File: src/rtl/spreading_factors_pkg.sv
// Shared spreading-factor types plus the DCSK demodulator state encoding and chip-count helper.
package spreading_factors_pkg;

  typedef enum logic [1:0] {SF4 = 2'd0, SF8 = 2'd1, SF16 = 2'd2, SF32 = 2'd3} sf_t;

  localparam int MAX_SF_CHIPS = 32;
  localparam int SF_CNT_W     = $clog2(MAX_SF_CHIPS);

  typedef enum logic [1:0] {IDLE, REF, DATA, OUT} dcsk_demod_state_t;

  // Chips per symbol half: 4 << sf.
  function automatic logic [SF_CNT_W:0] sf_chips(input sf_t sf);
    return (SF_CNT_W+1)'(4) << sf;
  endfunction

endpackage

File: src/rtl/dcsk_ref_buffer.sv
// Reference-half chip store: synchronous write, combinational read, shared address.
module dcsk_ref_buffer #(
  parameter int SAMPLE_W = 8,
  parameter int DEPTH    = 32,
  parameter int AW       = $clog2(DEPTH)
) (
  input  logic                       clk,
  input  logic                       we,
  input  logic [AW-1:0]              addr,
  input  logic signed [SAMPLE_W-1:0] wdata,
  output logic signed [SAMPLE_W-1:0] rdata
);

  // Contents are don't-care until written, so no reset.
  logic [SAMPLE_W-1:0] mem [DEPTH];

  always_ff @(posedge clk)
    if (we) mem[addr] <= wdata;

  assign rdata = mem[addr];

endmodule

File: src/rtl/dcsk_demodulator.sv
// Serial DCSK demodulator: buffers the reference half, correlates the data half, emits one bit per symbol.
// Optional macro DCSK_DEMOD_CORR_OUT_EN adds the corr_o correlation output.
module dcsk_demodulator
  import spreading_factors_pkg::*;
#(
  parameter int SAMPLE_W = 8,
  parameter int ACC_W    = 2*SAMPLE_W+5
) (
  input  logic                       clk,
  input  logic                       rst,
  input  sf_t                        sf_i,
  input  logic signed [SAMPLE_W-1:0] chip_i,
  input  logic                       chip_valid_i,
  output logic                       chip_ready_o,
  output logic                       bit_o,
  output logic                       bit_valid_o,
  input  logic                       bit_ready_i,
  output logic                       busy_o
`ifdef DCSK_DEMOD_CORR_OUT_EN
  ,
  output logic signed [ACC_W-1:0]    corr_o
`endif
);

  localparam int PROD_W = 2*SAMPLE_W;

  dcsk_demod_state_t          state, state_nxt;
  sf_t                        sf_q, sf_nxt;
  logic [SF_CNT_W-1:0]        cnt, cnt_nxt, last_idx;
  logic signed [ACC_W-1:0]    acc, acc_nxt;
  logic signed [SAMPLE_W-1:0] ref_rd;
  logic signed [PROD_W-1:0]   prod;
  logic                       ref_we;

  assign last_idx = SF_CNT_W'(sf_chips(sf_q) - (SF_CNT_W+1)'(1));
  assign prod     = PROD_W'(chip_i) * PROD_W'(ref_rd);

  // cnt addresses both the reference write (REF) and the matching read (DATA).
  dcsk_ref_buffer #(
    .SAMPLE_W (SAMPLE_W),
    .DEPTH    (MAX_SF_CHIPS)
  ) u_ref_buf (
    .clk   (clk),
    .we    (ref_we),
    .addr  (cnt),
    .wdata (chip_i),
    .rdata (ref_rd)
  );

  always_ff @(posedge clk) begin
    if (rst) begin
      state <= IDLE;
      cnt   <= '0;
      acc   <= '0;
      sf_q  <= SF4;
    end else begin
      state <= state_nxt;
      cnt   <= cnt_nxt;
      acc   <= acc_nxt;
      sf_q  <= sf_nxt;
    end
  end

  // chip_ready_o is 1 in every state but OUT, so chip_valid_i alone marks a transfer there.
  always_comb begin
    state_nxt    = state;
    cnt_nxt      = cnt;
    acc_nxt      = acc;
    sf_nxt       = sf_q;
    ref_we       = 1'b0;
    chip_ready_o = 1'b1;
    bit_valid_o  = 1'b0;
    bit_o        = 1'b0;
    busy_o       = 1'b1;
    case (state)
      IDLE: begin
        busy_o = 1'b0;
        if (chip_valid_i) begin
          sf_nxt    = sf_i;
          ref_we    = 1'b1;
          cnt_nxt   = SF_CNT_W'(1);
          acc_nxt   = '0;
          state_nxt = REF;
        end
      end
      REF: begin
        if (chip_valid_i) begin
          ref_we = 1'b1;
          if (cnt == last_idx) begin
            cnt_nxt   = '0;
            state_nxt = DATA;
          end else begin
            cnt_nxt = cnt + SF_CNT_W'(1);
          end
        end
      end
      DATA: begin
        if (chip_valid_i) begin
          acc_nxt = acc + ACC_W'(prod);
          if (cnt == last_idx) begin
            cnt_nxt   = '0;
            state_nxt = OUT;
          end else begin
            cnt_nxt = cnt + SF_CNT_W'(1);
          end
        end
      end
      OUT: begin
        chip_ready_o = 1'b0;
        bit_valid_o  = 1'b1;
        bit_o        = ~acc[ACC_W-1];
        if (bit_ready_i) state_nxt = IDLE;
      end
      default: state_nxt = IDLE;
    endcase
  end

`ifdef DCSK_DEMOD_CORR_OUT_EN
  // Captured with the final product so it matches acc for the whole OUT phase.
  always_ff @(posedge clk) begin
    if (rst)                                  corr_o <= '0;
    else if (state == DATA && state_nxt == OUT) corr_o <= acc_nxt;
  end
`endif

endmodule
File: config.mk
export PLATFORM = sky130hd
export DESIGN_NAME = dcsk_demodulator
export DESIGN_NICKNAME = d
export VERILOG_FILES = /design/src/rtl/spreading_factors_pkg.sv /design/src/rtl/dcsk_ref_buffer.sv /design/src/rtl/dcsk_demodulator.sv
export SDC_FILE = /design/constraint.sdc
export NUM_CORES = 1
export LEC_CHECK = 0
export ABC_AREA = 1
export BUFFER_PORTS_ARGS = -buffer_cell sky130_fd_sc_hd__buf_2
export CAP_MARGIN = 20
export CORE_ASPECT_RATIO = 0.9
export CORE_MARGIN = 2
export CORE_UTILIZATION = 41
export DETAILED_ROUTE_END_ITERATION = 12
export GPL_TIMING_DRIVEN = 0
export PLACE_DENSITY = 0.67
export REMOVE_ABC_BUFFERS = 1
export SYNTH_ARGS = -nofsm -noshare
export SYNTH_HDL_FRONTEND = slang
export SYNTH_SLANG_ARGS = --single-unit
File: constraint.sdc
create_clock -name clk -period 14.94 [get_ports clk]
set_input_delay 1.494 -clock clk [delete_from_list [all_inputs] [get_ports clk]]
set_output_delay 1.494 -clock clk [all_outputs]
set_load 0.03 [all_outputs]
### Yosys cells after proc, flatten, opt, wreduce, memory -nomap -nowiden

Memory sizes are Yosys's and may differ from the RTL's. A register that Yosys moved wholly into a read port is not among the register bits.
Index checks and enable logic that the tools add are counted.

* add/sub/neg operators: 3
* multipliers: 1
* eq/ne operators: 11
* shifts and indexed selects: 1
* mux-type cells: 24
* bitwise gates (word level): 1
* reduce and logical (&&, ||, !) cells: 9

Operators by type and width (number)
* 21-bit 2-to-1 mux: 2
* 21-bit case mux with 2 select lines: 1
* 5-bit 2-to-1 mux: 5
* 21-bit by 16-bit adder with 21-bit output: 1
* 8-bit by 8-bit multiplier with 16-bit output: 1
* 2-bit 2-to-1 mux: 6
* 2-bit inequality test, second input constant: 6
* 5-bit case mux with 2 select lines: 1
* 1-bit 2-to-1 mux: 8
* 2-bit case mux with 4 select lines: 1
* 3-bit AND reduction: 2
* 6-bit AND reduction: 1
* 5-bit by 1-bit adder with 5-bit output, second input constant: 1
* 5-bit equality test: 1
* 3-bit by 2-bit << shifter with 5-bit output, first input constant: 1
* 5-bit by 1-bit subtractor with 5-bit output, second input constant: 1
* 2-bit equality test, second input constant: 2
* 2-bit nonzero test: 2
* 2-bit OR reduction: 2
* 2-bit by 1-bit equality test with 1-bit output, second input constant: 1
* 2-bit zero test: 1
* 2-bit by 1-bit inequality test with 1-bit output, second input constant: 1
* 2-bit AND reduction: 1
* 1-bit inverter: 1

* bits in registers: 30
* bits in writable memories: 256
* word-level logic and storage cells: 55
* memories: 1

Memories
* u_ref_buf.mem: words 32, bits a word 8, read ports 1, clocked after memory_dff 1, write ports 1, line dcsk_ref_buffer.sv:15 `logic [SAMPLE_W-1:0] mem [DEPTH];`

### Depth between registers and ports, before layout

* depth in word-level cells: 8
* depth in mapped cells: 33

### Cells and area by module

Synthesis repeated with hierarchy kept, for this count alone.

* cell total of the unflattened synthesis: 1739
* area total of the unflattened synthesis: 16124.2 µm²

By module, submodules not included
* dcsk_ref_buffer: times used 1, cells an instance 1055, area an instance 10827.9 µm², sequential area each 7687.4 µm²
* dcsk_demodulator: times used 1, cells an instance 684, area an instance 5296.3 µm², sequential area each 600.6 µm²

### Worst setup path after synthesis

No wires, ideal clock.

* path type: input to register
* start: input chip_i[7]
* end: register acc[20]
* arrival: 5.988 ns
* required time: 14.808 ns
* slack: 8.820 ns
* cell stages on the path: 18
* path through: inv_1 > nor2_1 > fa_1 > fa_1 > fa_1 > fa_1 > ha_1 > ha_1 > nand2_1 > inv_1 > a21oi_1 > nand2_1 > nand2_1 > nand2_1 > inv_1 > nand2_1 > nand3_1 > a21oi_1

* cells in the longest elaborated chain, start to end: 4

RTL lines
* from (decl): line dcsk_demodulator.sv:12 `input logic signed [SAMPLE_W-1:0] chip_i,`
* 8-bit by 8-bit multiplier with 16-bit output: line dcsk_demodulator.sv:36 `assign prod = PROD_W'(chip_i) * PROD_W'(ref_rd);`
* 21-bit by 16-bit adder with 21-bit output: line dcsk_demodulator.sv:99 `acc_nxt = acc + ACC_W'(prod);`
* 21-bit 2-to-1 mux: line dcsk_demodulator.sv:98 `if (chip_valid_i) begin`
* 21-bit case mux with 2 select lines: line dcsk_demodulator.sv:75 `case (state)`
* to (signal assigned): line dcsk_demodulator.sv:59 `acc <= acc_nxt;`
* to (decl): line dcsk_demodulator.sv:30 `logic signed [ACC_W-1:0] acc, acc_nxt;`

Every way passes these cells. The select of a mux whose other input is x is not followed.
A chain may end at the register's enable or synchronous reset.

==> impl_metrics.ini <==
[sta]
fin_skew_ns = 0.0129
fin_crit_ns = 6.93
hold_viol = 0
slew_headroom_pct = 34.5
worstMarginPinSlew_ns = 0.981
fin_crit_sh_pct = 46.4
setup_viol_count_final = 0
clock.fmax_ghz = 0.144
tns_ns = 0
rsz0062_at_grt = no
slew_violations = 0

[run_status]
status = completed

[yosys]
synth_top_area_cell = edfxtp_1
synth.most_common_cell = edfxtp_1
ys.warnings.count = 0
synth_seq_cells = 291
syn_avg_cell_area_um2 = 10.5
synth_edf_count = 256
synth_area_mm2 = 0.0156
netlist_top_cells_count = 256 x edfxtp_1, 248 x nand2_1, 212 x nor2_1
ys.flop_type = edfxtp_1
ys_top_cells_by_area = edfxtp_1 49%, fa_1 12%, nand2_1 6.0%
synth.distinct_cells = 34
synthCells = 1479
synthArstFlopShare_pct = 0
synth_top_area_share_pct = 49.4
yosysSeqAreaShare_pct = 53.9

[floorplan]
row_count = 67
pin_count = 18
core_mm2 = 0.0373
die_y_um = 189
die_area_mm2 = 0.0395
start_util_pct = 41.7
die_width_um = 209

[routing]
dr_wl_met2_um = 16400
post_drt_wl_per_cell_um = 17.9
ant_nets = 0
wl_um = 35400
top_layer_used = met4
remaining_drc_errors = 0
m1WireLength_um = 16300
wl_met3_um = 1950
via_count = 10500
drt_iter0_markers = 866
drtPass1Iterations = 5
routed_via_density = 5.32

[cells_and_area]
multi_input_area_mm2 = 0.00633
nFillCells = 3386
seq_area_mm2 = 0.00839
nets = 1636
num_antenna_cells = 0
layout.cells.non_filler = 1981
utilization_pct = 45.6
drive_above_1_share_pct = 5.87
area.growth.synth_to_final_pct = 9.19

[grt]
grt_pass1_wl_um = 56300
overflow = 0
grt_pass1_vias = 10300
grt_start_max_net_pins = 83
antenna_found_initial = 0
track_usage_pct = 18.1

[hold_path]
hold_path.class = flip-flop to flip-flop
hold_path_depth = 2

[clocking]
cts.repair.resized = 0
cts_buffer_depth = 3
root_buffer = clkbuf_16
cts.htree.levels = 1
clock_latency_ns = 0.56
cts_buffers = 30
cts_tree = yes
cts_setup_buffers = 0
clk_pin_slew_ns = 0.06
clock-sinks = 291
postCtsHoldBufs = 0

[critical_path]
ff2ff_path_depth = 26
slowest_delay_ns = 0.78
crit_path_end_kind = flip-flop
worst-r2r-setup-slack_ns = 8.01
slowest_stage = fa_1
crit_path_start_kind = flip-flop
critical_path_class = flip-flop to flip-flop
required_ns = 15.36
cp.arrival_ns = 7.35
cp_max_fo = 65
reg2reg_to = acc[20]
critPathCapture = acc[20]
cp.depth = 26
crit_buf_inv = 5
crit_family = adder cells

[placement]
dp_hpwl_um = 22400
dp.cells = 1925
place.gp.congestion = 0.891
port_buffers = 17

[run]
maxCapViolations = 0
-- logic make-up after synthesis --
logic type | count (synthesis) | share of synthesized area (%)
flops | 291 | 53.9
xor+xnor | 4 | 0.225
compound gates | 200 | 7.29
simple gates | 627 | 16.7
fa+ha+maj | 148 | 16.3
buf+inv | 209 | 5.52
-- worst min path at each step --
stage / startpoint / endpoint / slack [ns]
2_1_floorplan: acc[1] / acc[1] / 0.43
3_3_place_gp: acc[3] / acc[3] / 0.45
3_5_place_dp: acc[6] / acc[6] / 0.46
4_1_cts: acc[6] / acc[6] / 0.47
5_1_grt: acc[1] / acc[1] / 0.49
6_report: acc[0] / acc[0] / 0.47
-- through the flow --
step | hold slack [ns] | setup slack [ns] | area (um2)
2_1_floorplan | 0.435 | 6.56 | 15300
3_3_place_gp | 0.452 | 2.43 | 16000
3_5_place_dp | 0.461 | 8.02 | 16100
4_1_cts | 0.471 | 7.99 | 17000
5_1_grt | 0.492 | 7.52 | 17000
6_report | 0.472 | 8.01 | 17000
-- metal layers --
| metal | up-vias | track usage [%] |
|---|---|---|
| li1 | 4988 | - |
| met1 | 5183 | 26.1 |
| met2 | 319 | 29.2 |
| met3 | 44 | 1.99 |
| met4 | 0 | 4.84 |
| met5 | - | 0 |
-- worst min-delay path, stage by stage, from the launching register on --
cell and delay [ns]:
dfxtp_1 0.31, nand2_1 0.06, a21oi_1 0.05
-- area by class of cell --
type	instances	share of cell area, %
Sequential cell	291	49.4
Multi-Input combinational cell	979	37.2
Clock buffer	34	4.63
Tap cell	483	3.56
Inverter	150	3.34
Timing Repair Buffer	22	1.19
Clock inverter	22	0.670
-- sequential cells by signal (all words and copies together), names as in the netlist, named ones only --
| register | flops |
|---|---|
| acc | 21 |
| cnt | 5 |
| sf_q | 2 |
| state | 2 |
| u_ref_buf.mem | 256 |
-- placed cells by master, fill, tap and decap left out, drive strengths merged, types with 18 or more instances in the layout --
master,n
nand3,149
clkinv,18
fa,92
buf,22
ha,56
o211ai,25
inv,150
nor2,212
a21oi,58
clkbuf,34
edfxtp,256
dfxtp,35
o21ai,94
nand2,253
Power is left out: the tool's default activity adds up to more than one toggle a clock period on the data nets, which glitch-free logic cannot reach.
